--- src/rtl/spi_frame_rx.sv ---
// SPI mode-0 slave front end: synchronises the host pins, deserialises a fixed
// frame into per-byte output registers with strobes, and serialises a readback word.
module spi_frame_rx #(
    parameter int NBYTES      = 6,
    parameter int SYNC_STAGES = 2
) (
    input  logic              Clk,
    input  logic              Rst,
    input  logic              SCLK,
    input  logic              MOSI,
    input  logic              CS,
    output logic              MISO,
    output logic [7:0]        OUT0,
    output logic [7:0]        OUT1,
    output logic [7:0]        OUT2,
    output logic [7:0]        OUT3,
    output logic [7:0]        OUT4,
    output logic [7:0]        OUT5,
    output logic [NBYTES-1:0] OUTSTROBE,
    input  logic [31:0]       IN
);
    localparam int BW = $clog2(NBYTES + 1);
    localparam logic [BW-1:0] NB = BW'(NBYTES);

    typedef enum logic [1:0] {WAIT_IDLE, IDLE, ACTIVE} state_t;

    logic [SYNC_STAGES-1:0] sclk_sr, mosi_sr, cs_sr;
    logic sclk_h, cs_h;
    logic sclk_s, mosi_s, cs_s;
    logic sclk_rise, sclk_fall, cs_fall;

    state_t        state;
    logic [2:0]    bit_cnt;
    logic [BW-1:0] byte_cnt;
    logic [7:0]    shift;
    logic          done_pend;
    logic [7:0]    done_byte;
    logic [7:0]    out_r [NBYTES];
    logic [31:0]   tx_reg;
    logic [4:0]    tx_cnt;
    logic          tx_armed, tx_active, miso_pre;

    assign sclk_s    = sclk_sr[SYNC_STAGES-1];
    assign mosi_s    = mosi_sr[SYNC_STAGES-1];
    assign cs_s      = cs_sr[SYNC_STAGES-1];
    assign sclk_rise = ~sclk_h & sclk_s;
    assign sclk_fall = sclk_h & ~sclk_s;
    assign cs_fall   = cs_h & ~cs_s;

    // Equal depth on all three pins keeps MOSI aligned with the SCLK edge it belongs to.
    always_ff @(posedge Clk) begin
        if (Rst) begin
            sclk_sr <= '0;
            mosi_sr <= '0;
            cs_sr   <= '0;
            sclk_h  <= 1'b0;
            cs_h    <= 1'b0;
        end else begin
            sclk_sr <= {sclk_sr[SYNC_STAGES-2:0], SCLK};
            mosi_sr <= {mosi_sr[SYNC_STAGES-2:0], MOSI};
            cs_sr   <= {cs_sr[SYNC_STAGES-2:0], CS};
            sclk_h  <= sclk_s;
            cs_h    <= cs_s;
        end
    end

    always_ff @(posedge Clk) begin
        if (Rst) begin
            state     <= WAIT_IDLE;
            bit_cnt   <= '0;
            byte_cnt  <= '0;
            shift     <= '0;
            done_pend <= 1'b0;
            done_byte <= '0;
            for (int i = 0; i < NBYTES; i++) out_r[i] <= '0;
            OUTSTROBE <= '0;
            tx_reg    <= '0;
            tx_cnt    <= '0;
            tx_armed  <= 1'b0;
            tx_active <= 1'b0;
            miso_pre  <= 1'b0;
            MISO      <= 1'b0;
        end else begin
            OUTSTROBE <= '0;
            MISO      <= miso_pre;

            // Completed byte is published one cycle after the shift; saturates at NBYTES.
            if (done_pend) begin
                done_pend <= 1'b0;
                if (byte_cnt < NB) begin
                    out_r[byte_cnt]     <= done_byte;
                    OUTSTROBE[byte_cnt] <= 1'b1;
                    byte_cnt            <= byte_cnt + 1'b1;
                    if (byte_cnt == BW'(1)) tx_armed <= 1'b1;
                end
            end

            case (state)
                WAIT_IDLE: if (cs_s) state <= IDLE;
                IDLE: begin
                    miso_pre  <= 1'b0;
                    tx_armed  <= 1'b0;
                    tx_active <= 1'b0;
                    if (cs_fall) begin
                        bit_cnt  <= '0;
                        byte_cnt <= '0;
                        shift    <= '0;
                        state    <= ACTIVE;
                    end
                end
                ACTIVE: begin
                    if (cs_s) begin
                        state    <= IDLE;
                        miso_pre <= 1'b0;
                    end else if (sclk_rise) begin
                        shift   <= {shift[6:0], mosi_s};
                        bit_cnt <= bit_cnt + 3'd1;
                        if (bit_cnt == 3'd7) begin
                            done_pend <= 1'b1;
                            done_byte <= {shift[6:0], mosi_s};
                        end
                    end else if (sclk_fall) begin
                        if (tx_active) begin
                            if (tx_cnt == 5'd31) begin
                                tx_active <= 1'b0;
                                miso_pre  <= 1'b0;
                            end else begin
                                tx_reg   <= {tx_reg[30:0], 1'b0};
                                miso_pre <= tx_reg[30];
                                tx_cnt   <= tx_cnt + 5'd1;
                            end
                        end else if (tx_armed) begin
                            tx_reg    <= IN;
                            miso_pre  <= IN[31];
                            tx_cnt    <= '0;
                            tx_active <= 1'b1;
                            tx_armed  <= 1'b0;
                        end
                    end
                end
                default: state <= WAIT_IDLE;
            endcase
        end
    end

    assign OUT0 = out_r[0];
    assign OUT1 = out_r[1];
    assign OUT2 = out_r[2];
    assign OUT3 = out_r[3];
    assign OUT4 = out_r[4];
    assign OUT5 = out_r[5];
endmodule

--- config.mk ---
export PLATFORM = sky130hd
export DESIGN_NAME = spi_frame_rx
export DESIGN_NICKNAME = d
export VERILOG_FILES = /design/src/rtl/spi_frame_rx.sv
export SDC_FILE = /design/constraint.sdc
export NUM_CORES = 1
export LEC_CHECK = 0
export BUFFER_PORTS_ARGS = -buffer_cell sky130_fd_sc_hd__buf_2
export CAP_MARGIN = 0
export CORE_MARGIN = 4
export CORE_UTILIZATION = 23
export CTS_CLUSTER_DIAMETER = 120
export DETAILED_ROUTE_END_ITERATION = 10
export HOLD_SLACK_MARGIN = 0.15
export MAX_ROUTING_LAYER = met4
export PLACE_DENSITY_LB_ADDON = 0.08
export SYNTH_ARGS = -nofsm -noshare
export SYNTH_HDL_FRONTEND = slang
export SYNTH_SLANG_ARGS = --single-unit
--- constraint.sdc ---
create_clock -name Clk -period 3.4 [get_ports Clk]
set_input_delay 0.51 -clock Clk [delete_from_list [all_inputs] [get_ports Clk]]
set_output_delay 0.51 -clock Clk [all_outputs]
set_load 0.01 [all_outputs]
==> qor.yml <==
min_period_over_period_pct: 66.0
maxSlewViolCount: 0
final_util_pct: 29.1
synth-seq-area-share_pct: 56.7
relSlewSlack_pct: 54.8
async_reset_ff_share_pct: 0
p_sw_w: 0.000862
nNetsFinal: 590
grt_pass1_vias: 3959
placed_area_um2: 6020
postSynthCellCount: 461
peakVddDrop_mv: 0.307
antenna_found_initial: 0
required_ps: 3690
routed_wirelength_um: 13500
syn_nets: 507
final_cell_area_um2: 6590
clkLatencyLatePin_ps: 430
gr-total-overflow: 0
p_seq_share_pct: 46.1
yosys.area.top_type: "dfxtp_1"
yosysMostFrequentCell: "dfxtp_1"
vias: 3798
synth_area_leaders: "dfxtp_1 (29%), edfxtp_1 (27%), mux2i_1 (5.9%), and2_1 (5.8%), a211oi_1 (4.5%)"
totalPowerFinal_w: 0.00347
cts_tree: "built"
clock_power_share_pct: 50.5
pin_count: 92
rows: 55
hpwl_um: 8960
antenna_left: 0
worst_slew_pin_slew_ps: 677
antennaDiodeCount: 0
clk_path_buf_depth: 2
cp_max_fo: 19
worstSetupPathType: "reg -> reg"
rsz0062_at_grt: "false"
track_usage_pct: 11.3
h-tree-depth: 4
first_iter_violations: 233
grt_pass1_wl_um: 22100
fin_setup_tns_ps: 0
largest_reg_flops: 48
die_y_um: 160
cp.arrival_ps: 2540
drc: 0
crit_path_start_kind: "flop"
synthTopCellsByCount: "dfxtp_1 (78), and2_1 (49), edfxtp_1 (48)"
crit_path_end_kind: "flop"
outcome: "completed"
synth_edf_count: 48
fin_worst_skew_ps: 15.2
core_area_um2: 22600
internal-power_w: 0.00261
ys_ff_latch: 126
postSynthAreaPerCell_um2: 11.5
power.density_nw_per_um2: 527
clock_tree.root_cell: "clkbuf_16"
cts_hold_buf: 0
synth_cell_type_count: 55
yosys_warnings: 0
cts.repair.resized: 0
max_cap_violations: 0
synth_top_area_share_pct: 29.5
period_needed_ps: 2240
syn2layout_area_growth_pct: 24.4
reg2reg_depth: 7
start_util_pct: 23.4
cts.sinks: 126
setup_viol: 0
leakagePower_nw: 2.33
via_per_inst: 4.51
dieArea_um2: 25500
hold_path.class: "in -> reg"
hold_viol: 0
post-cts-setup-buffers: 0
grt_start_max_net_pins: 44
gp_congestion: 0.712
drive_gt1_share_pct: 26.2
combPwrFrac_pct: 3.5
cts_inserted_buffers: 17
clk_pin_slew_worst_paths_ps: 60
ys.flop_type: "dfxtp_1"
io_buffers: 91
syn-cell-area_um2: 5300
dr.pass1.iters: 5
min_path_cells: 2
post_drt_wl_per_cell_um: 16.0
die_w_um: 160
max_freq_mhz: 446
swShare_pct: 24.8
==> power groups by stage <==
stage | Sequential (W) | Clock [W] | Combinational [W]
5_1_grt | 0.00160 | 0.00188 | 0.000133
4_1_cts | 0.00160 | 0.00180 | 0.000123
2_1_floorplan | 0.00164 | 0 | 0.0000536
6_report | 0.00160 | 0.00175 | 0.000120
3_5_place_dp | 0.00163 | 0 | 0.000123
3_3_place_gp | 0.00163 | 0 | 0.000122
==> layer usage <==
layer  GRT usage [%]  up-vias  wire (µm)
met3            3.33       10        743
met5               -        -          0
met4            3.98        0        151
met2            16.8       96       6090
li1                -     1875          -
met1            14.6     1817       6500
==> logic make-up (layout without fill, tap and decap cells) <==
kind of cell             Yosys count  count (layout)  share of synthesized area, %
flip-flops                       126             126                          56.7
AND/OR/NAND/NOR                  129             129                          16.1
multiplexers                      31              31                          5.86
buffers and inverters             46             142                          3.94
adder cells (fa/ha/maj)            9               9                          2.13
AO/OA/AOI/OAI                    119             119                          15.1
XOR/XNOR                           1               1                         0.165
==> metrics by stage <==
stage / worst slack (ps) / std cells / hold WS (ps)
floorplan: 1580 / 461 / 414
global placement: 1240 / 810 / 429
detailed placement: 1180 / 810 / 441
CTS: 1170 / 842 / 295
global route: 1030 / 842 / 313
finish: 1160 / 842 / 314
==> critical path: stages (launching register included) <==
cell,delay [ps]
dfxtp_1,340
ha_1,240
and3_1,190
ha_1,230
and2_1,260
nor3_4,530
buf_12,240
a211oi_1,90
==> worst paths after layout <==
kind / from / end / slack [ps]
max: tx_cnt[0]$_SDFFE_PP0P_ / tx_reg[8]$_SDFFE_PP0P_ / 1160
min: CS / cs_sr[0]$_SDFF_PP0_ / 310
max reg2reg: tx_cnt[0]$_SDFFE_PP0P_ / tx_reg[8]$_SDFFE_PP0P_ / 1160
min reg2reg: sclk_sr[0]$_SDFF_PP0_ / sclk_sr[1]$_SDFF_PP0_ / 440
==> final cells by class <==
class / count / area [µm²]
Multi-Input combinational cell: 289 / 2090
Fill cell: 2326 / 16100
Tap cell: 285 / 357
Timing Repair Buffer: 98 / 520
Clock inverter: 15 / 145
Clock buffer: 17 / 425
Inverter: 12 / 45.0
Sequential cell: 126 / 3000
==> cells in the final DEF (no fill, tap or decap), types with 3 or more instances in the layout <==
cell       Yosys  layout
and2_1        49      49
inv_1         12      12
edfxtp_1      48      48
inv_6          0       5
a21oi_1       20      20
ha_1           9       9
nand2b_1      18      18
o32ai_1        4       4
a31oi_1       31      31
o22ai_1        6       6
or2_2          5       5
buf_4          4       6
o21ai_0       10      10
a211oi_1      32      32
buf_2         11      91
clkbuf_16      0      17
inv_8          0       5
nand3_1       10      10
dfxtp_1       78      77
mux2i_1       31      31
o31ai_1        3       3
nor2b_1       12      12
nor2_1         7       7
Power figures use the tool's default switching activity.
